## src/rtl/instr_coordinator_if.sv

```systemverilog
// Instruction type shared by the coordinator and its neighbours, plus the
// bundle of buffer-side and execution-unit-side signals around the coordinator.
package instr_coordinator_pkg;
    typedef struct packed {
        logic [7:0]  opcode;
        logic [23:0] operand;
    } instr_type;

    localparam instr_type INIT_INSTR = '0;

    typedef enum logic [2:0] {
        CLS_NOP,
        CLS_HALT,
        CLS_WEIGHT,
        CLS_MATMUL,
        CLS_ACT,
        CLS_ILLEGAL
    } instr_class_e;
endpackage

interface instr_coordinator_if #(
    parameter int CNT_WIDTH = 32
);
    import instr_coordinator_pkg::*;

    logic                 enable;
    instr_type            instr_in;
    logic                 instr_read;
    logic                 instr_busy;
    instr_type            weight_instr;
    logic                 weight_en;
    logic                 weight_busy;
    instr_type            matmul_instr;
    logic                 matmul_en;
    logic                 matmul_busy;
    instr_type            act_instr;
    logic                 act_en;
    logic                 act_busy;
    logic                 resume;
    logic                 halted;
    logic                 illegal_op;
    logic [CNT_WIDTH-1:0] issue_count;
    logic [CNT_WIDTH-1:0] stall_count;

    // The coordinator itself is the master; buffer and units form the slave side.
    modport master (
        input  enable, instr_in, instr_read, weight_busy, matmul_busy, act_busy, resume,
        output instr_busy, weight_instr, weight_en, matmul_instr, matmul_en,
               act_instr, act_en, halted, illegal_op, issue_count, stall_count
    );

    modport slave (
        output enable, instr_in, instr_read, weight_busy, matmul_busy, act_busy, resume,
        input  instr_busy, weight_instr, weight_en, matmul_instr, matmul_en,
               act_instr, act_en, halted, illegal_op, issue_count, stall_count
    );
endinterface

```

## src/rtl/instr_coordinator.sv

```systemverilog
// Decodes one instruction at a time, checks unit hazards and issues it to the
// weight loader, matrix-multiply or activation unit; handles HALT draining.
module instr_coordinator
    import instr_coordinator_pkg::*;
#(
    parameter int CNT_WIDTH = 32
) (
    input  logic                 clk,
    input  logic                 rst,
    instr_coordinator_if.master  bus
);

    typedef enum logic [1:0] {
        ST_RUN,
        ST_DRAIN,
        ST_HALTED
    } state_e;

    state_e               stateQ, stateD;
    instr_type            holdQ, holdD;
    instr_class_e         holdClsQ, holdClsD;
    logic                 holdValidQ, holdValidD;
    logic                 illegalQ, illegalD;
    logic                 haltedQ;
    logic [CNT_WIDTH-1:0] issueCntQ, issueCntD;
    logic [CNT_WIDTH-1:0] stallCntQ, stallCntD;
    instr_type            weightInstrQ, matmulInstrQ, actInstrQ;
    logic                 weightIssQ, matmulIssQ, actIssQ;

    instr_class_e         inCls;
    logic                 weightEff, matmulEff, actEff;
    logic                 ready, issueNow, stallNow, accept, allIdle, busyOut;
    logic                 weightEn, matmulEn, actEn;

    always_comb begin
        inCls = CLS_ILLEGAL;
        if (bus.instr_in.opcode == 8'h00)              inCls = CLS_NOP;
        else if (bus.instr_in.opcode == 8'hFF)         inCls = CLS_HALT;
        else if (bus.instr_in.opcode[7:3] == 5'b00001) inCls = CLS_WEIGHT;
        else if (bus.instr_in.opcode[7:3] == 5'b00100) inCls = CLS_MATMUL;
        else if (bus.instr_in.opcode[7:4] == 4'b1000)  inCls = CLS_ACT;
    end

    // A unit issued last cycle may not have raised its busy yet, so it counts as busy.
    assign weightEff = bus.weight_busy | weightIssQ;
    assign matmulEff = bus.matmul_busy | matmulIssQ;
    assign actEff    = bus.act_busy    | actIssQ;

    always_comb begin
        ready = 1'b0;
        case (holdClsQ)
            CLS_WEIGHT: ready = !weightEff;
            CLS_MATMUL: ready = !matmulEff & !weightEff;
            CLS_ACT:    ready = !actEff & !matmulEff;
            default:    ready = 1'b0;
        endcase
    end

    assign issueNow = bus.enable & holdValidQ & ready;
    assign stallNow = bus.enable & holdValidQ & !ready;
    assign weightEn = issueNow & (holdClsQ == CLS_WEIGHT);
    assign matmulEn = issueNow & (holdClsQ == CLS_MATMUL);
    assign actEn    = issueNow & (holdClsQ == CLS_ACT);
    assign busyOut  = !bus.enable | (holdValidQ & !issueNow) | (stateQ != ST_RUN);
    assign accept   = bus.enable & bus.instr_read & !busyOut;
    assign allIdle  = !weightEff & !matmulEff & !actEff & !holdValidQ;

    // Issue clears the hold slot first so a same-cycle accept can refill it.
    always_comb begin
        stateD     = stateQ;
        holdD      = holdQ;
        holdClsD   = holdClsQ;
        holdValidD = holdValidQ;
        illegalD   = illegalQ;
        issueCntD  = issueCntQ;
        stallCntD  = stallCntQ;
        if (bus.enable) begin
            if (issueNow) begin
                holdValidD = 1'b0;
                issueCntD  = issueCntQ + CNT_WIDTH'(1);
            end
            if (stallNow) begin
                stallCntD = stallCntQ + CNT_WIDTH'(1);
            end
            if (accept) begin
                case (inCls)
                    CLS_NOP:     ;
                    CLS_HALT:    stateD = ST_DRAIN;
                    CLS_ILLEGAL: illegalD = 1'b1;
                    default: begin
                        holdD      = bus.instr_in;
                        holdClsD   = inCls;
                        holdValidD = 1'b1;
                    end
                endcase
            end
            case (stateQ)
                ST_DRAIN:  if (allIdle) stateD = ST_HALTED;
                ST_HALTED: if (bus.resume) stateD = ST_RUN;
                default:   ;
            endcase
        end
    end

    always_ff @(posedge clk or posedge rst) begin
        if (rst) begin
            stateQ       <= ST_RUN;
            holdQ        <= INIT_INSTR;
            holdClsQ     <= CLS_NOP;
            holdValidQ   <= 1'b0;
            illegalQ     <= 1'b0;
            haltedQ      <= 1'b0;
            issueCntQ    <= '0;
            stallCntQ    <= '0;
            weightInstrQ <= INIT_INSTR;
            matmulInstrQ <= INIT_INSTR;
            actInstrQ    <= INIT_INSTR;
            weightIssQ   <= 1'b0;
            matmulIssQ   <= 1'b0;
            actIssQ      <= 1'b0;
        end else begin
            stateQ       <= stateD;
            holdQ        <= holdD;
            holdClsQ     <= holdClsD;
            holdValidQ   <= holdValidD;
            illegalQ     <= illegalD;
            haltedQ      <= (stateD == ST_HALTED);
            issueCntQ    <= issueCntD;
            stallCntQ    <= stallCntD;
            weightInstrQ <= bus.weight_instr;
            matmulInstrQ <= bus.matmul_instr;
            actInstrQ    <= bus.act_instr;
            weightIssQ   <= weightEn;
            matmulIssQ   <= matmulEn;
            actIssQ      <= actEn;
        end
    end

    assign bus.instr_busy   = busyOut;
    assign bus.weight_en    = weightEn;
    assign bus.matmul_en    = matmulEn;
    assign bus.act_en       = actEn;
    assign bus.weight_instr = weightEn ? holdQ : weightInstrQ;
    assign bus.matmul_instr = matmulEn ? holdQ : matmulInstrQ;
    assign bus.act_instr    = actEn    ? holdQ : actInstrQ;
    assign bus.halted       = haltedQ;
    assign bus.illegal_op   = illegalQ;
    assign bus.issue_count  = issueCntQ;
    assign bus.stall_count  = stallCntQ;

endmodule

```

## src/flat_wrapper.sv

```systemverilog
// flat-port wrapper written by rule: the top's interface ports become plain ports
module instr_coordinator_flat import instr_coordinator_pkg::*;
#(
    parameter int CNT_WIDTH = 32
)
  (clk, rst, bus_enable, bus_instr_in, bus_instr_read, bus_weight_busy, bus_matmul_busy, bus_act_busy, bus_resume, bus_instr_busy, bus_weight_instr, bus_weight_en, bus_matmul_instr, bus_matmul_en, bus_act_instr, bus_act_en, bus_halted, bus_illegal_op, bus_issue_count, bus_stall_count);
  instr_coordinator_if #(.CNT_WIDTH(CNT_WIDTH)) bus_i ();
  input  logic clk;
  input  logic rst;
  input wire logic [$bits(bus_i.enable)-1:0] bus_enable;
  input wire logic [$bits(bus_i.instr_in)-1:0] bus_instr_in;
  input wire logic [$bits(bus_i.instr_read)-1:0] bus_instr_read;
  input wire logic [$bits(bus_i.weight_busy)-1:0] bus_weight_busy;
  input wire logic [$bits(bus_i.matmul_busy)-1:0] bus_matmul_busy;
  input wire logic [$bits(bus_i.act_busy)-1:0] bus_act_busy;
  input wire logic [$bits(bus_i.resume)-1:0] bus_resume;
  output wire logic [$bits(bus_i.instr_busy)-1:0] bus_instr_busy;
  output wire logic [$bits(bus_i.weight_instr)-1:0] bus_weight_instr;
  output wire logic [$bits(bus_i.weight_en)-1:0] bus_weight_en;
  output wire logic [$bits(bus_i.matmul_instr)-1:0] bus_matmul_instr;
  output wire logic [$bits(bus_i.matmul_en)-1:0] bus_matmul_en;
  output wire logic [$bits(bus_i.act_instr)-1:0] bus_act_instr;
  output wire logic [$bits(bus_i.act_en)-1:0] bus_act_en;
  output wire logic [$bits(bus_i.halted)-1:0] bus_halted;
  output wire logic [$bits(bus_i.illegal_op)-1:0] bus_illegal_op;
  output wire logic [$bits(bus_i.issue_count)-1:0] bus_issue_count;
  output wire logic [$bits(bus_i.stall_count)-1:0] bus_stall_count;
  assign bus_i.enable = bus_enable;
  assign bus_i.instr_in = bus_instr_in;
  assign bus_i.instr_read = bus_instr_read;
  assign bus_i.weight_busy = bus_weight_busy;
  assign bus_i.matmul_busy = bus_matmul_busy;
  assign bus_i.act_busy = bus_act_busy;
  assign bus_i.resume = bus_resume;
  assign bus_instr_busy = bus_i.instr_busy;
  assign bus_weight_instr = bus_i.weight_instr;
  assign bus_weight_en = bus_i.weight_en;
  assign bus_matmul_instr = bus_i.matmul_instr;
  assign bus_matmul_en = bus_i.matmul_en;
  assign bus_act_instr = bus_i.act_instr;
  assign bus_act_en = bus_i.act_en;
  assign bus_halted = bus_i.halted;
  assign bus_illegal_op = bus_i.illegal_op;
  assign bus_issue_count = bus_i.issue_count;
  assign bus_stall_count = bus_i.stall_count;
  instr_coordinator #(.CNT_WIDTH(CNT_WIDTH)) u_core (.clk(clk), .rst(rst), .bus(bus_i));
endmodule
```

## config.mk

```make
export PLATFORM = sky130hd
export DESIGN_NAME = instr_coordinator_flat
export DESIGN_NICKNAME = d
export VERILOG_FILES = /design/src/rtl/instr_coordinator_if.sv /design/src/rtl/instr_coordinator.sv /design/src/flat_wrapper.sv
export SDC_FILE = /design/constraint.sdc
export NUM_CORES = 1
export LEC_CHECK = 0
export CELL_PAD_IN_SITES_DETAIL_PLACEMENT = 1
export CELL_PAD_IN_SITES_GLOBAL_PLACEMENT = 2
export CORE_AREA = 8 8 161 163
export DETAILED_ROUTE_END_ITERATION = 6
export DIE_AREA = 0 0 169 171
export GPL_TIMING_DRIVEN = 0
export PLACE_DENSITY_LB_ADDON = 0.08
export RECOVER_POWER = 50
export SYNTH_ARGS = -nofsm -noshare
export SYNTH_HDL_FRONTEND = slang
export SYNTH_SLANG_ARGS = --single-unit
```

## constraint.sdc

```tcl
create_clock -name clk -period 14.4 [get_ports clk]
set_input_delay 2.88 -clock clk [delete_from_list [all_inputs] [get_ports clk]]
set_output_delay 2.88 -clock clk [all_outputs]
set_load 0.01 [all_outputs]
```

# ---- Word level (Yosys, flattened, before mapping)
# Cells that the tools add are included.
dict set report classes {
  n_addsub 2
  div_mod_pow 0
  shift 0
  bitwise 19
  n_mul 0
  n_reduce_logical 16
  magnitude_cmp 0
  n_eq_ne 12
  n_mux 18
}
# cell count
set op_table {}
lappend op_table {{$mux 32} 3}
lappend op_table {{$add 32x1->32 const B} 2}
lappend op_table {{$and 1x1->1} 13}
lappend op_table {{$mux 3} 4}
lappend op_table {{$mux 2} 5}
lappend op_table {{$eq 8x8->1 const B} 1}
lappend op_table {{$logic_not 1->1} 8}
lappend op_table {{$logic_not 8->1} 1}
lappend op_table {{$eq 3x2->1 const B} 2}
lappend op_table {{$eq 3x3->1 const B} 2}
lappend op_table {{$reduce_and 3->1} 2}
lappend op_table {{$eq 5x1->1 const B} 1}
lappend op_table {{$eq 5x3->1 const B} 1}
lappend op_table {{$or 1x1->1} 5}
lappend op_table {{$eq 2x2->1 const B} 2}
lappend op_table {{$eq 4x4->1 const B} 1}
lappend op_table {{$mux 1} 4}
lappend op_table {{$pmux 2 s2} 1}
lappend op_table {{$reduce_and 2->1} 2}
lappend op_table {{$eq 3x1->1 const B} 1}
lappend op_table {{$logic_not 3->1} 1}
lappend op_table {{$pmux 1 s3} 1}
lappend op_table {{$reduce_or 3->1} 1}
lappend op_table {{$eq 2x1->1 const B} 1}
lappend op_table {{2 further kinds} 2}
dict set report word_totals {
  input_bits 40
  romBits 0
  regBits 203
  word_cells 85
  memories 0
  mem_bits_rw 0
  latch_bits 0
}

# ---- Logic depth before layout (Yosys ltp)
# Gate-level depths: netlist of the first run.
dict set report depth {
  word_depth 16
  depth_mapped 8
  depth_no_buf 7
}

# ---- Least setup slack after synthesis of the first run
# No wires, ideal clock.
dict set report synth_path {
  path_type {input -> output}
  start {input port bus_act_busy}
  end {output port bus_weight_instr[3]}
  required_time_ps 11520
  path_slack_ps 6900
  n_path_buf 1
  path_stages 6
  arrival_time_ps 4620
  cell_sequence {nor4_4 a22oi_2 nor2_1 nand3b_1 clkbuf_1 mux2_1}
}
dict set report synth_between {
  elab_chain_len 7
}
# item line_no
set synth_lines {}
lappend synth_lines {{from (decl)} flat_wrapper.sv:15} ;# input wire logic [$bits(bus_i.act_busy)-1:0] bus_act_busy;
lappend synth_lines {{$or 1x1->1} instr_coordinator.sv:47} ;# assign actEff = bus.act_busy | actIssQ;
lappend synth_lines {{$logic_not 1->1} instr_coordinator.sv:54} ;# CLS_ACT: ready = !actEff & !matmulEff;
lappend synth_lines {{$and 1x1->1} instr_coordinator.sv:54}
lappend synth_lines {{$pmux 1 s3} instr_coordinator.sv:51} ;# case (holdClsQ)
lappend synth_lines {{$and 1x1->1} instr_coordinator.sv:59} ;# assign issueNow = bus.enable & holdValidQ & ready;
lappend synth_lines {{$and 1x1->1} instr_coordinator.sv:61} ;# assign weightEn = issueNow & (holdClsQ == CLS_WEIGHT);
lappend synth_lines {{$mux 32} instr_coordinator.sv:143} ;# assign bus.weight_instr = weightEn ? holdQ : weightInstrQ;
lappend synth_lines {{to (decl)} flat_wrapper.sv:18} ;# output wire logic [$bits(bus_i.weight_instr)-1:0] bus_weight_instr;
# No other way between the ends.

# ---- Worst setup path in the final report of the first run
dict set report layout_path {
  start {input port bus_matmul_busy}
  end {output port bus_weight_instr[3]}
}
dict set report layout_between {
  elab_chain_len 7
  elab_cells_between_ends 8
}
# item line_no
set layout_lines {}
lappend layout_lines {{from (decl)} flat_wrapper.sv:14} ;# input wire logic [$bits(bus_i.matmul_busy)-1:0] bus_matmul_busy;
lappend layout_lines {{$or 1x1->1 (*)} instr_coordinator.sv:46} ;# assign matmulEff = bus.matmul_busy | matmulIssQ;
lappend layout_lines {{$logic_not 1->1 (*)} {instr_coordinator.sv:53, instr_coordinator.sv:54}}
lappend layout_lines {{$and 1x1->1, on equally long branches} {instr_coordinator.sv:54, instr_coordinator.sv:53}}
lappend layout_lines {{$pmux 1 s3 (*)} instr_coordinator.sv:51}
lappend layout_lines {{$and 1x1->1 (*)} instr_coordinator.sv:59}
lappend layout_lines {{$and 1x1->1 (*)} instr_coordinator.sv:61}
lappend layout_lines {{$mux 32 (*)} instr_coordinator.sv:143}
# Every way passes the cells marked *; elsewhere a longest branch is shown, timed or not.

==> results of run 1 <==
where the power goes:
group	leakage (nW)	internal, mW	switching (mW)
Clock	0.352	0.345	0.224
Sequential	2.80	0.583	0.0145
Combinational	2.31	0.0409	0.0430
Total	5.46	0.969	0.281
final cells by class:
type	instances	area (um2)	area share, %
Tap cell	319	399	3.48
Timing Repair Buffer	206	2080	18.1
Sequential cell	203	5080	44.3
Clock buffer	35	651	5.67
Multi-Input combinational cell	366	3060	26.7
Inverter	14	53.8	0.469
Clock inverter	4	73.8	0.643
Buffer	18	73.8	0.643
registers in the layout, indices dropped and copies added, names as in the netlist:
register and count:
u_core.holdClsQ 3, u_core.actInstrQ 32, u_core.holdQ 32, u_core.holdValidQ 1, u_core.bus.halted 1, u_core.matmulIssQ 1
u_core.bus.illegal_op 1, u_core.bus.stall_count 32, u_core.stateQ 2, u_core.bus.issue_count 32, u_core.matmulInstrQ 32, u_core.actIssQ 1
u_core.weightIssQ 1, u_core.weightInstrQ 32
kinds of logic after synthesis:
family | after synthesis
AO/OA/AOI/OAI | 21
adder cells (fa/ha/maj) | 5
buffers and inverters | 32
XOR/XNOR | 63
flip-flops | 203
AND/OR/NAND/NOR | 150
multiplexers | 127
stage by stage:
stage	total power, mW	std cells	hold slack [ns]	utilization [%]	instance area (um2)
finish	1.25	1165	0.474	49.3	11500
detailed placement	0.698	1126	0.471	46.3	10800
global placement	0.694	1125	0.458	46.1	10700
global route	1.30	1165	0.494	49.3	11500
CTS	1.27	1165	0.483	49.4	11500
floorplan	0.648	601	0.494	-	8280
layout by cell type, fill, tap and decap left out, types with 5 or more instances in the layout:
| master | n |
|---|---|
| nor2_1 | 19 |
| clkbuf_1 | 19 |
| clkbuf_16 | 23 |
| mux2_1 | 5 |
| and4_1 | 9 |
| clkdlybuf4s50_1 | 137 |
| ha_1 | 5 |
| xor2_1 | 25 |
| dfrtp_1 | 203 |
| and3_1 | 6 |
| dlygate4sd3_1 | 68 |
| xnor2_1 | 38 |
| nand4_1 | 28 |
| inv_1 | 13 |
| buf_2 | 5 |
| nand2_1 | 24 |
| nor3_1 | 16 |
| mux2_2 | 122 |
| nand3_1 | 22 |
worst max-delay path, delay by kind of cell:
family	cells	cell delay, ns
mux	1	0.46
simple gates	2	0.97
compound gates	2	0.64
buf+inv	3	1.53
worst max-delay path by stage:
stage / startpoint / to / slack (ns) / cells after the start
final: bus_matmul_busy / bus_weight_instr[3] / 5.04 / 8
after global routing: bus_matmul_busy / bus_weight_instr[7] / 4.70 / 8
after CTS: bus_act_busy / bus_weight_instr[3] / 5.15 / 8
after detailed placement: bus_act_busy / bus_weight_instr[3] / 5.12 / 8
after global placement: rst / u_core.bus.stall_count[23] / 3.46 / 2
after floorplan: rst / u_core.actInstrQ[0] / 5.98 / 1
per-layer routing:
layer,wire [um],vias up,GRT usage (%)
met3,2270,31,6.68
li1,-,2595,-
met2,11000,150,26.6
met4,353,0,3.85
met5,0,-,0
met1,9280,2887,18.6
==> summary.md, run 1 <==
| Metric | Value |
|---|---|
| Failing checks | `capacitance limit, slew limit` |
| Ys Warns | `0` |
| H-tree Lvls | `1` |
| RR Endpoint | `u_core.bus.stall_count[29]` |
| Synth-to-Final Area Change | `38.6%` |
| Layout cell share with drive strength beyond 1 | `19.7%` |
| Initial antenna violation count | `0` |
| Worst path required time | `11.52 ns` |
| Cts bufs inserted | `23` |
| EDFF count, synth | `0` |
| Mux contribution to synthesized area | `17.3%` |
| FF+latch count, synth | `203` |
| Fill cells | `2384` |
| Clock sink count | `203` |
| Residual DRC | `0` |
| Crit end category | `output port` |
| Wire per inst | `19.7 um` |
| Core Area | `23300 um2` |
| Adder-cell share of the synthesized area | `0.755%` |
| Setup TNS | `0 ns` |
| Maximum fanout along the worst path | `10` |
| I/O pin cnt | `206` |
| Via density | `4.86` |
| GRT overflow | `0` |
| Max Clk Rate | `0.107 GHz` |
| Initial core utilization | `35.6%` |
| Clk_lat worst skew | `0.50 ns` |
| Max IR drop VDD | `78.4 uV` |
| Unrepaired setup endpoints after global routing | `false` |
| Max Cap Violations | `1` |
| Final Max Slew Viols | `87` |
| Worst clock skew | `0.00569 ns` |
| Root Buffer | `clkbuf_16` |
| Initial drt markers | `224` |
| Crit path time final | `9.36 ns` |
| Syn Area/Cell | `13.8 um2` |
| Die Y-Extent | `171 um` |
| Largest stage delay, worst path | `0.61 ns` |
| Detailed-route via count | `5663` |
| Hold endpoint | `u_core.bus.stall_count[31]` |
| Unique cell type count in the Yosys netlist | `48` |
| Clock-pin slew on the worst setup and hold paths | `0.06 ns` |
| Row cnt | `56` |
| Die area | `28900 um2` |
| Worst Path Class, Setup | `in -> out` |
| FF-to-FF path depth | `5` |
| Hold path start | `u_core.bus.stall_count[31]` |
| Final wirelength | `22.9 mm` |
| Nets | `877` |
| Number of hold buffers added after cts | `0` |
| Main synth FF type | `dfrtp_1` |
| Type of origin of the critical path | `input port` |
| GP Congestion | `0.753` |
| Pin count of the biggest net entering global routing | `118` |
| CTS tree | `yes` |
| R2r setup slk | `11.00 ns` |
| Die W | `169 um` |
| Mapped cell area | `8280 um2` |
| Vias in the first global route | `6503` |
| Largest area contributor in the netlist | `dfrtp_1` |
| Critical path, cell by cell | `dlygate4sd3_1, o21ai_0, a22oi_1, nor2_1, nand3b_1, clkbuf_1, mux2_1, clkdlybuf4s50_1` |
| Arr. time, crit path | `6.48 ns` |
| Post-Synth Simple-Gate Area | `10.5%` |
| Slowest-stage cell, CP | `dlygate4sd3_1` |
| Compound-cell area share of the yosys netlist | `1.98%` |
| Post-DP HPWL | `16.5 mm` |
| Post-DRT Antenna Nets | `0` |
| Asr flop ratio synth | `100%` |
| Pre-CTS WS | `5.12 ns` |
| Top post-synthesis cells by area | `dfrtp_1 (61%), mux2_2 (17%), xnor2_1 (4.0%)` |
| Status | `complete, but fails checks` |
| Power Density | `109 nW/um2` |
| GRT Overall Usage | `15.9%` |
| Mapped Cells | `601` |
| Hold Path Depth | `1` |
| Count leader, synth | `dfrtp_1` |
| Synth top cells by count | `dfrtp_1 (203), mux2_2 (122), xnor2_1 (38)` |
| Post-Synth XOR/XNOR Area | `6.66%` |
| Reg2reg start | `u_core.holdClsQ[0]` |
| Lkg Pwr | `5.46 nW` |
| Worst Max-Slew Pin Slew | `3.88 ns` |
| Top cell type's share of synthesized area | `61.3%` |
| Rel. slew slack | `-160%` |
| Post-CTS Setup Inserts | `0` |
| Clk buf depth | `3` |
| Router iterations before antenna repair | `4` |
| Global-route wire length before repair | `36.7 mm` |
| Register area share after synthesis | `61.3%` |
| Post_cts resized | `0` |
| Final WS setup | `5.04 ns` |
| Hold Fails Final Rpt | `0` |
| Setup violators final | `0` |
| Antenna diodes | `0` |
| Mapped Nets | `646` |
| Tcrit/Tclk final | `65.0%` |
| Largest family of logic cells by synthesized area | `multiplexers` |
| Number of I/O port buffers | `205` |
| Hold Crit Class | `reg -> reg` |
(Power assumes the default switching activity.)
==> run 2: changes to the inputs <==
Settings changed: CORE_AREA 8 8 161 163 to 8 8 168 170, DIE_AREA 0 0 169 171 to 0 0 176 178.
Clock period 14.4 ns to 9.14 ns, I/O delays scaled along.
==> run 2 against run 1 <==
Against the previous run: the run still ends with capacitance limit, slew limit left; design area up 1.0%; die area up 8.4%; hold slack worse by 0.0028 ns; register-to-register slack worse by 5.2 ns; critical path depth unchanged; cell count up 1.8%; largest power group is now clock.
==> summary.md, run 2 (synthesis gave the netlist of run 1 again) <==
| Metric | Value |
|---|---|
| Status | `complete, but fails checks` |
| Failing checks | `capacitance limit, slew limit` |
| Power Density | `179 nW/um2 (+64%)` |
| Crit path time final | `7.30 ns` |
| Layout cell share with drive strength beyond 1 | `20.8% (+1.1 points)` |
| Antenna diodes | `0 (unchanged)` |
| Clock-pin slew on the worst setup and hold paths | `0.06 ns (about the same)` |
| Critical path, cell by cell | `dlygate4sd3_1, o21ai_0, a22oi_1, nor2_1, nand3b_1, clkbuf_1, mux2_1, clkdlybuf4s50_1` |
| I/O pin cnt | `206 (unchanged)` |
| Commonest non-fill, non-tap cell in the layout | `dfrtp_1` |
| Final wirelength | `22.9 mm (+0.10%)` |
| Via density | `4.74 (-2.6%)` |
| Tcrit/Tclk final | `79.8%` |
| Final cell count without fillers | `1186 (+1.8%)` |
| GP Congestion | `0.782 (+3.8%)` |
| Wire per inst | `19.3 um (-1.7%)` |
| Slowest-stage cell, CP | `nor2_1` |
| Final Cell Area | `11600 um2 (+1.0%)` |
| Die W | `176 um (+4.1%)` |
| Clk_lat worst skew | `0.51 ns (about the same)` |
| Core Area | `25600 um2 (+10%)` |
| Hold Fails Final Rpt | `0 (unchanged)` |
| Worst Path Class, Setup | `in -> out` |
| CP Buf/Inv Count | `3 (unchanged)` |
| Nets | `878 (+0.11%)` |
| CTS tree | `yes` |
| DP Area | `10800 um2 (+0.19%)` |
| Commonest cells after routing, fill and taps aside | `dfrtp_1 (203), clkdlybuf4s50_1 (137), mux2_2 (122)` |
| Post-DP HPWL | `16.5 mm (+0.52%)` |
| Unrepaired setup endpoints after global routing | `false` |
| Rel. slew slack | `-119% (+41 points)` |
| Largest stage delay, worst path | `0.61 ns (about the same)` |
| Crit path max-delay family | `buffers and inverters` |
| Maximum fanout along the worst path | `10 (unchanged)` |
| Arr. time, crit path | `5.47 ns (-1.01 ns)` |
| Worst clock skew | `0.00984 ns (+0.00415 ns)` |
| GRT overflow | `0 (unchanged)` |
| Global-route wire length before repair | `36.7 mm (+0.13%)` |
| Initial antenna violation count | `0 (unchanged)` |
| Pin count of the biggest net entering global routing | `132 (+12%)` |
| Initial core utilization | `32.3% (-3.3 points)` |
| Initial drt markers | `206 (-8.0%)` |
| Vias in the first global route | `6439 (-0.98%)` |
| GRT Overall Usage | `14.7% (-1.2 points)` |
| Number of I/O port buffers | `205 (unchanged)` |
| H-tree Lvls | `1 (unchanged)` |
| Router iterations before antenna repair | `4 (unchanged)` |
| Final Max Slew Viols | `206 (+140%)` |
| Hold Crit Class | `reg -> reg` |
| Number of hold buffers added after cts | `0 (unchanged)` |
| Type of origin of the critical path | `input port` |
| Worst path required time | `7.31 ns (-4.21 ns)` |
| Residual DRC | `0 (unchanged)` |
| Setup violators final | `0 (unchanged)` |
| Clock sink count | `203 (unchanged)` |
| Lkg Pwr | `5.52 nW (+1.1%)` |
| Detailed-route via count | `5618 (-0.79%)` |
| Synth-to-Final Area Change | `39.9%` |
| Row cnt | `59 (+5.4%)` |
| Clk buf depth | `3 (unchanged)` |
| Post_cts resized | `0 (unchanged)` |
| Die area | `31300 um2 (+8.4%)` |
| Die Y-Extent | `178 um (+4.1%)` |
| Post-DRT Antenna Nets | `0 (unchanged)` |
| Cts bufs inserted | `24 (+4.3%)` |
| Placed Cells incl. Taps | `1142 (+1.4%)` |
| Max IR drop VDD | `120 uV (+53%)` |
| Total power | `2.07 mW (+66%)` |
| Max Cap Violations | `2 (+1)` |
| Max Clk Rate | `0.137 GHz` |
| Post-CTS Setup Inserts | `0 (unchanged)` |
| Root Buffer | `clkbuf_16` |
| Worst Max-Slew Pin Slew | `3.27 ns (-0.605 ns)` |
| Crit end category | `output port` |
## run 2: path summary, 6_finish.rpt
path / startpoint / endpoint / slack [ns] / cells past startpoint
max: bus_matmul_busy / bus_weight_instr[7] / 1.84 / 8
max in group asynchronous: rst / u_core.bus.issue_count[13] / 2.25 / 3
min reg2reg: u_core.bus.stall_count[31] / u_core.bus.stall_count[31] / 0.47 / 1
min in group asynchronous: rst / u_core.matmulInstrQ[22] / 2.72 / 2
max reg2reg: u_core.holdClsQ[0] / u_core.bus.stall_count[29] / 5.85 / 5
min: u_core.bus.stall_count[31] / u_core.bus.stall_count[31] / 0.47 / 1
## run 2: power breakdown
group          total (mW)  switching [mW]  internal [mW]
combinational       0.133          0.0697         0.0634
clock                1.00           0.372          0.628
sequential          0.941          0.0218          0.919
total                2.07           0.464           1.61
## run 2: cell type report
type                    count  area (um2)
fillers                  2652       14000
flip-flops and latches    203        5080
multi-input cells         366        3060
repair buffers            206        2060
clock buffers              32         671
well taps                 335         419
clock inverters            12         171
plain buffers              18        73.8
inverters                  14        53.8
## run 2: routing by layer
layer | global-route usage (%) | vias up | wire [um]
met4 | 3.50 | 0 | 461
met1 | 17.2 | 2841 | 9260
met2 | 24.9 | 148 | 11200
met3 | 5.84 | 30 | 2020
li1 | - | 2599 | -
met5 | 0 | - | 0
## run 2: worst reg2reg max path, cell delays in order, from the launching register on
cell and delay [ns]:
dfrtp_1 0.43, o21ai_0 0.22, a221oi_1 1.09, nand4_1 0.76, nor4_1 0.53, xor2_1 0.19
## run 2: stage by stage
stage	hold slack, ns	util [%]	TNS, ns	worst slack [ns]
2_1_floorplan	0.494	-	0	1.77
3_3_place_gp	0.461	42.0	-164.41	-0.831
3_5_place_dp	0.465	42.1	0	1.94
4_1_cts	0.479	45.4	0	1.93
5_1_grt	0.498	45.2	0	1.06
6_report	0.472	45.2	0	1.84
